==> config.mk <==
export PLATFORM = sky130hd
export DESIGN_NAME = lif_neuron_array
export DESIGN_NICKNAME = d
export VERILOG_FILES = /design/src/rtl/lif_pkg.sv /design/src/rtl/lif_update_dp.sv /design/src/rtl/lif_neuron_array.sv
export SDC_FILE = /design/constraint.sdc
export NUM_CORES = 1
export LEC_CHECK = 0
export ABC_CLOCK_PERIOD_IN_PS = 9570
export CAP_MARGIN = 25
export CORE_MARGIN = 2
export CORE_UTILIZATION = 50
export DETAILED_ROUTE_END_ITERATION = 8
export PLACE_DENSITY = 0.74
export SYNTH_ARGS = -nofsm -noshare
export SYNTH_HDL_FRONTEND = slang
export SYNTH_SLANG_ARGS = --single-unit
==> constraint.sdc <==
create_clock -name clk -period 9.57 [get_ports clk]
set_input_delay 0.957 -clock clk [delete_from_list [all_inputs] [get_ports clk]]
set_output_delay 0.957 -clock clk [all_outputs]
set_load 0.02 [all_outputs]
==> src/rtl/lif_pkg.sv <==
`default_nettype none
// ============================================================================
//  Module      : lif_pkg
//  Description : Shared FSM states, Q16.16 constants and helpers for the LIF array.
//  Revision    : 1.0 - initial release
// ============================================================================
package lif_pkg;

    typedef enum logic [2:0] {
        ST_IDLE  = 3'd0,
        ST_LEAK  = 3'd1,
        ST_INTEG = 3'd2,
        ST_FIRE  = 3'd3,
        ST_DONE  = 3'd4
    } lif_state_e;

    localparam int          c_frac_default  = 16;
    localparam logic [31:0] c_fxp_one       = 32'd1 << c_frac_default;
    localparam logic [31:0] c_vth_default   = 32'h0000_FC93;
    localparam logic [31:0] c_vrest_default = 32'h0000_0000;

    // Index width for a count of n items, never narrower than one bit.
    function automatic int idx_width(input int n);
        return (n > 1) ? $clog2(n) : 1;
    endfunction

endpackage
`default_nettype wire

==> src/rtl/lif_update_dp.sv <==
`default_nettype none
// ============================================================================
//  Module      : lif_update_dp
//  Description : Combinational leak/integrate/fire arithmetic for one neuron.
//  Revision    : 1.0 - initial release
// ============================================================================
module lif_update_dp #(
    parameter int             DW            = 32,
    parameter int             LEAK_SHIFT    = 3,
    parameter int             RW            = 2,
    parameter logic [RW-1:0]  REFRAC_RELOAD = 2'd2,
    parameter logic [DW-1:0]  VREST         = '0
) (
    input  logic [DW-1:0] v_i,
    input  logic [DW-1:0] cur_i,
    input  logic [DW:0]   diff_i,
    input  logic [DW-1:0] sum_i,
    input  logic [RW-1:0] refrac_i,
    input  logic [DW-1:0] vth_i,
    output logic [DW:0]   diff_o,
    output logic [DW-1:0] sum_o,
    output logic [DW-1:0] v_next_o,
    output logic          spike_o,
    output logic [RW-1:0] refrac_next_o
);

    logic signed [DW:0] w_shifted;

    always_comb begin
        diff_o        = {cur_i[DW-1], cur_i} - {v_i[DW-1], v_i};
        w_shifted     = $signed(diff_i) >>> LEAK_SHIFT;
        // The sum lies between v and I, so dropping the top bit never wraps.
        sum_o         = v_i + DW'(w_shifted);
        v_next_o      = sum_i;
        spike_o       = 1'b0;
        refrac_next_o = refrac_i;
        if (refrac_i != '0) begin
            v_next_o      = VREST;
            refrac_next_o = refrac_i - 1'b1;
        end else if ($signed(sum_i) >= $signed(vth_i)) begin
            v_next_o      = VREST;
            spike_o       = 1'b1;
            refrac_next_o = REFRAC_RELOAD;
        end
    end

endmodule
`default_nettype wire

==> src/rtl/lif_neuron_array.sv <==
`default_nettype none
// ============================================================================
//  Module      : lif_neuron_array
//  Description : Time-multiplexed LIF neuron array, one shared datapath, step handshake.
//  Revision    : 1.0 - initial release
// ============================================================================
module lif_neuron_array
    import lif_pkg::*;
#(
    parameter int            N_NEURONS  = 4,
    parameter int            DW         = 32,
    parameter int            FRAC       = 16,
    parameter int            LEAK_SHIFT = 3,
    parameter logic [DW-1:0] VTH        = c_vth_default,
    parameter logic [DW-1:0] VREST      = c_vrest_default,
    parameter int            REFRAC     = 2
) (
    input  logic                    clk,
    input  logic                    rst,
    input  logic                    step_valid,
    output logic                    step_ready,
    input  logic [N_NEURONS*DW-1:0] i_in,
    output logic                    out_valid,
    output logic [N_NEURONS-1:0]    spike,
    output logic [N_NEURONS*DW-1:0] v_out
);

    localparam int            c_iw   = idx_width(N_NEURONS);
    localparam int            c_rw   = idx_width(REFRAC + 1);
    localparam logic [c_iw-1:0] c_last = c_iw'(N_NEURONS - 1);

    if (FRAC >= DW) begin : g_bad_frac
        $error("FRAC must be smaller than DW");
    end

    lif_state_e r_state_q, w_state_d;

    logic [c_iw-1:0]         r_idx_q;
    logic [N_NEURONS*DW-1:0] r_cur_q;
    logic [DW:0]             r_diff_q;
    logic [DW-1:0]           r_sum_q;
    logic [N_NEURONS-1:0]    r_spike_q;
    logic [DW-1:0]           r_v_q      [N_NEURONS];
    logic [c_rw-1:0]         r_refrac_q [N_NEURONS];
    logic [DW-1:0]           w_cur_lane [N_NEURONS];

    logic [DW:0]     w_diff;
    logic [DW-1:0]   w_sum;
    logic [DW-1:0]   w_v_next;
    logic            w_spike;
    logic [c_rw-1:0] w_refrac_next;

    for (genvar k = 0; k < N_NEURONS; k++) begin : g_lane
        assign w_cur_lane[k]      = r_cur_q[k*DW +: DW];
        assign v_out[k*DW +: DW]  = r_v_q[k];
    end

    assign spike = r_spike_q;

    lif_update_dp #(
        .DW            (DW),
        .LEAK_SHIFT    (LEAK_SHIFT),
        .RW            (c_rw),
        .REFRAC_RELOAD (c_rw'(REFRAC)),
        .VREST         (VREST)
    ) u_dp (
        .v_i           (r_v_q[r_idx_q]),
        .cur_i         (w_cur_lane[r_idx_q]),
        .diff_i        (r_diff_q),
        .sum_i         (r_sum_q),
        .refrac_i      (r_refrac_q[r_idx_q]),
        .vth_i         (VTH),
        .diff_o        (w_diff),
        .sum_o         (w_sum),
        .v_next_o      (w_v_next),
        .spike_o       (w_spike),
        .refrac_next_o (w_refrac_next)
    );

    always_ff @(posedge clk) begin
        if (rst) begin
            r_state_q <= ST_IDLE;
        end else begin
            r_state_q <= w_state_d;
        end
    end

    always_comb begin
        w_state_d  = r_state_q;
        step_ready = 1'b0;
        out_valid  = 1'b0;
        case (r_state_q)
            ST_IDLE: begin
                step_ready = 1'b1;
                if (step_valid) w_state_d = ST_LEAK;
            end
            ST_LEAK:  w_state_d = ST_INTEG;
            ST_INTEG: w_state_d = ST_FIRE;
            ST_FIRE:  w_state_d = (r_idx_q == c_last) ? ST_DONE : ST_LEAK;
            ST_DONE: begin
                out_valid = 1'b1;
                w_state_d = ST_IDLE;
            end
            default:  w_state_d = ST_IDLE;
        endcase
    end

    // Stage registers; each state commits exactly one datapath result.
    always_ff @(posedge clk) begin
        if (rst) begin
            r_idx_q   <= '0;
            r_cur_q   <= '0;
            r_diff_q  <= '0;
            r_sum_q   <= '0;
            r_spike_q <= '0;
            for (int k = 0; k < N_NEURONS; k++) begin
                r_v_q[k]      <= VREST;
                r_refrac_q[k] <= '0;
            end
        end else begin
            case (r_state_q)
                ST_IDLE: begin
                    if (step_valid) begin
                        r_cur_q   <= i_in;
                        r_idx_q   <= '0;
                        r_spike_q <= '0;
                    end
                end
                ST_LEAK:  r_diff_q <= w_diff;
                ST_INTEG: r_sum_q  <= w_sum;
                ST_FIRE: begin
                    r_v_q[r_idx_q]      <= w_v_next;
                    r_refrac_q[r_idx_q] <= w_refrac_next;
                    r_spike_q[r_idx_q]  <= w_spike;
                    if (r_idx_q != c_last) r_idx_q <= r_idx_q + 1'b1;
                end
                default: ;
            endcase
        end
    end

endmodule
`default_nettype wire

Yosys cells after proc, flatten, opt, wreduce, memory -nomap -nowiden
Memory sizes are Yosys's and may differ from the RTL's. A register that Yosys moved wholly into a read port is not among the register bits.
Cells that the tools add are included.
{ "word_totals": {"elab_cells": 71, "inputBits": 131, "latch_bits": 0, "rom_bits": 0, "memories": 2, "ram_bits": 136, "reg_bits": 202} }
{ "op_classes": {"muxes": 37, "div_mod_pow": 0, "shift": 0, "n_eq_ne": 8, "n_bitwise": 1, "multipliers": 0, "magnitude_cmp": 4, "addsub": 4, "reduce_logical": 9} }
{ "mem_list": {"columns": ["name", "words", "word_bits", "read_ports", "rd_clocked_by_memory_dff", "write_ports", "line_no", "text"], "rows": [
  ["r_v_q", 4, 32, 5, 1, 4, "lif_neuron_array.sv:43", "logic [DW-1:0] r_v_q [N_NEURONS];"],
  ["r_refrac_q", 4, 2, 1, 1, 4, "lif_neuron_array.sv:44", "logic [c_rw-1:0] r_refrac_q [N_NEURONS];"]
]} }
{ "op_table": {"columns": ["op", "n"], "rows": [
  ["$mux 32", 5],
  ["$bmux 32 s2", 1],
  ["$sub 32x32->33", 1],
  ["$add 32x32->32", 1],
  ["$ge 32x17->1 const B", 1],
  ["$reduce_or 32->1", 1],
  ["$mux 2", 11],
  ["$mux 1", 12],
  ["$pmux 3 s4", 1],
  ["$pmux 4 s2", 1],
  ["$eq 3x2->1 const B", 2],
  ["$mux 3", 2],
  ["$ne 2x2->1 const B", 3],
  ["$bwmux 4", 1],
  ["$mux 4", 1],
  ["$pmux 2 s2", 1],
  ["$reduce_and 2->1", 2],
  ["$reduce_bool 2->1", 2],
  ["$eq 3x1->1 const B", 1],
  ["$eq 3x3->1 const B", 1],
  ["$ge 3x3->1 const B", 1],
  ["$logic_not 3->1", 1],
  ["$lt 2x3->1 const B", 1],
  ["$not 2->3", 1],
  ["8 further kinds", 8]
]} }

Longest topological paths before layout
{ "logic_depth": {"depth_word": 6, "depth_mapped": 15, "mapped_depth_nobuf": 12} }

Modules after synthesis
Synthesis repeated with hierarchy kept, for this count alone.
{ "unflattened": {"hier_cells": 2028, "hier_area_um2": 18804.3} }
{ "by_module_without_submodules": {"columns": ["mod", "n_inst", "area_each_um2", "cells_per_inst", "seq_area_each_um2"], "rows": [
  ["lif_neuron_array", 1, 13848.3, 1280, 8167.8],
  ["lif_update_dp", 1, 4956.0, 748, 0.0]
]} }

Worst setup path after synthesis
Ideal clock, no wire load.
{ "synth_path": {"path_type": "flip-flop to flip-flop", "start": "reg r_idx_q[0]", "end": "reg r_diff_q[28]", "slack_ns": 5.704, "setup_ns": 0.117, "t_arrival_ns": 3.749, "synth_period_minus_slack_ns": 3.866, "path_stages_with_launch": 14, "required_ns": 9.453, "cell_sequence": "dfxtp_1 buf_2 buf_1 mux4_2 ha_1 and2_1 and4_1 a31o_2 a31oi_1 a21oi_2 o21ai_0 a21oi_1 or3_1 a32o_1"} }
{ "synth_between": {"elab_chain_len": 5} }
{ "synth_lines": {"columns": ["element", "line_no", "text"], "rows": [
  ["start, declared", "lif_neuron_array.sv:38", "logic [c_iw-1:0] r_idx_q;"],
  ["start signal, assigned", "lif_neuron_array.sv:135", "if (r_idx_q != c_last) r_idx_q <= r_idx_q + 1'b1;"],
  ["$not 2->3 (implied by the code)", "lif_neuron_array.sv:68", ".cur_i (w_cur_lane[r_idx_q]),"],
  ["$bmux 32 s2", "lif_neuron_array.sv:68", null],
  ["$mux 32 (implied by the code) (2 in a row)", "lif_neuron_array.sv:68", null],
  ["$sub 32x32->33", "lif_update_dp.sv:30", "diff_o = {cur_i[DW-1], cur_i} - {v_i[DW-1], v_i};"],
  ["end signal, assigned", "lif_neuron_array.sv:129", "ST_LEAK: r_diff_q <= w_diff;"],
  ["end, declared", "lif_neuron_array.sv:40", "logic [DW:0] r_diff_q;"]
]} }
Every way passes these cells. The select of a mux whose other input is x is not followed.
A chain may end at the register's enable or synchronous reset.

==> impl_metrics.env <==
export IMPL_status="complete, no violations"
export IMPL_synthDistinctLibCells=60
export IMPL_drtPass1Iterations=5
export IMPL_antenna_found_initial=0
export IMPL_grt_ovfl_total=0
export IMPL_vdd_drop_max_mv=0.1160
export IMPL_power_density_mw_per_mm2=200.9
export IMPL_n_fill_cell=2778
export IMPL_postCtsHoldBufs=0
export IMPL_r2r_worst_path_cells=12
export IMPL_gp_congestion=0.8906
export IMPL_slew_headroom_pct=45.12
export IMPL_synthArstFlopShare_pct=0
export IMPL_layout_commonest_cell="nand2_1"
export IMPL_avgViaCountPerCell=5.614
export IMPL_dp_cells=2383
export IMPL_num_vias=13770
export IMPL_rrSetupSlack_ns=5.21
export IMPL_ant_nets=0
export IMPL_avgSynthCellArea_sq_um=9.624
export IMPL_synth_seq_area_share_pct=48.03
export IMPL_port_buffers=264
export IMPL_criticalPathCategory="flip-flop to flip-flop"
export IMPL_final_cell_mix="398 x nand2_1, 263 x clkdlybuf4s50_1, 240 x a21oi_1"
export IMPL_synthesis_area_sq_mm=0.01688
export IMPL_drv_slew=0
export IMPL_leakage_uw=0.008193
export IMPL_setup_viol=0
export IMPL_n_antenna_cell=0
export IMPL_synth_top_area_share_pct=24.19
export IMPL_clk_pin_slew_worst_paths_ns=0.06
export IMPL_synthCells=1754
export IMPL_ctsResizeCount=0
export IMPL_cts_root_buf="clkbuf_16"
export IMPL_drc_errors=0
export IMPL_cp_max_fo=34
export IMPL_critPathRequiredTime_ns=9.96
export IMPL_layoutNonFillerInstCount=2453
export IMPL_max_freq_mhz=229.1
export IMPL_finalSetupTns_ns=0
export IMPL_dpl_hpwl_um=33730
export IMPL_die_y_um=187.7
export IMPL_hold_violations=0
export IMPL_drt_wl_total_um=46690
export IMPL_cts_made_buffers=37
export IMPL_grt_pass1_wl_um=72950
export IMPL_die_area_sq_mm=0.03525
export IMPL_cts_tree="yes"
export IMPL_layout_nets=2175
export IMPL_r2r_end="r_sum_q[31]$_SDFFE_PP0P_"
export IMPL_endpoint_kind="flip-flop"
export IMPL_synth_edf_count=136
export IMPL_fin_skew_ns=0.01118
export IMPL_syn_num_nets=1952
export IMPL_drt_iter0_drc=928
export IMPL_start_kind="flip-flop"
export IMPL_grt_pass1_vias=13710
export IMPL_ys_warnings_count=0
export IMPL_hp_class="flip-flop to flip-flop"
export IMPL_worstMarginPinSlew_ns=0.8222
export IMPL_core_area_sq_mm=0.03336
export IMPL_grt_usage_pct=25.90
export IMPL_grt_max_degree=112
export IMPL_maxCapViolations=0
export IMPL_rows=67
export IMPL_final_util_pct=63.64
export IMPL_post_cts_buffers=0
export IMPL_period_share_pct=45.61
export IMPL_cts_sinks=337
export IMPL_h_tree_depth=2
export IMPL_ys_ff_latch=337
export IMPL_area_delta_synth_final_pct=25.78
export IMPL_ios=265
export IMPL_clk_insertion_delay_late_ns=0.52
export IMPL_drive_gt1_share_pct=8.180
export IMPL_cts_buffer_depth=3
export IMPL_yosysTopAreaCell="edfxtp_1"
export IMPL_routedWlPerCell_um=19.03
export IMPL_synth_area_leaders="edfxtp_1 24%, dfxtp_1 24%, nand2_1 8.9%"
export IMPL_rsz0062_at_grt="no"
export IMPL_start_util_pct=50.60
export IMPL_crit_end="r_sum_q[31]$_SDFFE_PP0P_"
export IMPL_synthFlopType="dfxtp_1"
export IMPL_min_period_ns=4.365
export IMPL_die_w_um=187.7
export IMPL_cp_arrival_ns=4.76
==> cells in the mapped netlist, types with 2 or more instances <==
cell type,number
a2111oi_0,2
a211o_1,4
a211oi_1,11
a21o_1,34
a21oi_1,240
a311o_1,2
a31o_2,2
a31oi_1,9
a32o_1,2
a41o_1,2
and2_1,127
and3_1,11
and4_1,3
buf_1,10
clkbuf_1,90
dfxtp_1,201
edfxtp_1,136
ha_1,66
inv_1,51
mux2i_1,2
mux4_2,66
nand2_1,399
nand2b_1,6
nand3_1,34
nand4_1,16
nor2_1,53
nor2b_1,8
nor3_1,19
nor3b_1,2
nor4_1,7
o211ai_1,4
o21a_1,2
o21ai_0,42
o21ba_2,2
o21bai_1,11
o311ai_0,2
o31ai_1,3
or3_1,4
or4_1,3
xnor2_1,30
xor2_1,17
==> cells by family (layout without fill, tap and decap cells) <==
| family | count (synthesis) | after routing | synth area share [%] |
|---|---|---|---|
| flip-flops | 337 | 337 | 48.03 |
| AND/OR/NAND/NOR | 696 | 696 | 18.87 |
| adder cells (fa/ha/maj) | 67 | 67 | 5.010 |
| buffers and inverters | 153 | 404 | 3.454 |
| XOR/XNOR | 47 | 47 | 2.438 |
| AO/OA/AOI/OAI | 386 | 386 | 13.27 |
| multiplexers | 68 | 68 | 8.924 |
==> per-stage QoR <==
stage | hold slack, ns | power (uW) | worst slack (ns) | cell area, sq um
after CTS | 0.4549 | 4276 | 5.272 | 21170
after detailed placement | 0.4469 | 2795 | 5.285 | 19890
final | 0.4529 | 4266 | 5.205 | 21230
after global placement | 0.4385 | 2774 | 5.422 | 19850
after floorplan | 0.4315 | 2452 | 5.704 | 16880
after global routing | 0.4718 | 4466 | 4.787 | 21230
==> routing by layer <==
layer	share of wire [%]	up-vias	routed length [um]	track usage [%]
met5	0	-	0	0
met4	4.4	0	2035	11.24
met3	4.7	113	2211	3.687
met2	51	395	23820	46.18
met1	40	6617	18620	31.23
li1	-	6645	-	-
==> state kept, by name, summed over array words and instances (netlist names), named ones only <==
register    cells
r_idx_q         2
spike           4
r_cur_q       128
r_refrac_q      8
r_v_q         128
r_state_q       3
r_sum_q        32
r_diff_q       30
==> area by class of cell <==
cell class,instances,area [sq um],share of cell area (%)
Clock buffer,49,1054,4.962
Inverter,51,191.4,0.9016
Multi-Input combinational cell,1264,8214,38.69
Tap cell,448,560.5,2.640
Clock inverter,18,221.5,1.043
Sequential cell,337,8112,38.20
Timing Repair Buffer,286,2880,13.57
==> where the power goes <==
part           internal [uW]  leakage, uW  switching, uW  total [uW]
Sequential              1610      0.00305           90.4        1700
Combinational            443      0.00451            634        1080
Clock                    911     0.000628            574        1490
Total                   2970      0.00819           1300        4270
==> worst max-delay path, cell delays in order, from the launching register on <==
cell and delay, ns:
dfxtp_2 0.31, buf_4 0.54, mux4_2 0.62, ha_1 0.36, o21ai_0 0.16, o21ai_0 0.36, nand4_1 0.21, a21oi_1 0.47
a22oi_1 0.26, o311a_1 0.44, o21ai_0 0.23, xnor2_1 0.15, a21oi_1 0.08
==> worst min path at each step <==
stage / from / to / slack [ns] / cells past startpoint
2_1_floorplan: r_diff_q[29]$_SDFFE_PP0P_ / r_diff_q[29]$_SDFFE_PP0P_ / 0.43 / 2
3_3_place_gp: r_cur_q[126]$_SDFFE_PP0P_ / r_cur_q[126]$_SDFFE_PP0P_ / 0.44 / 2
3_5_place_dp: r_cur_q[109]$_SDFFE_PP0P_ / r_cur_q[109]$_SDFFE_PP0P_ / 0.45 / 2
4_1_cts: r_cur_q[109]$_SDFFE_PP0P_ / r_cur_q[109]$_SDFFE_PP0P_ / 0.45 / 2
5_1_grt: r_cur_q[101]$_SDFFE_PP0P_ / r_cur_q[101]$_SDFFE_PP0P_ / 0.47 / 2
6_report: r_cur_q[111]$_SDFFE_PP0P_ / r_cur_q[111]$_SDFFE_PP0P_ / 0.45 / 2
(Power assumes the default switching activity.)
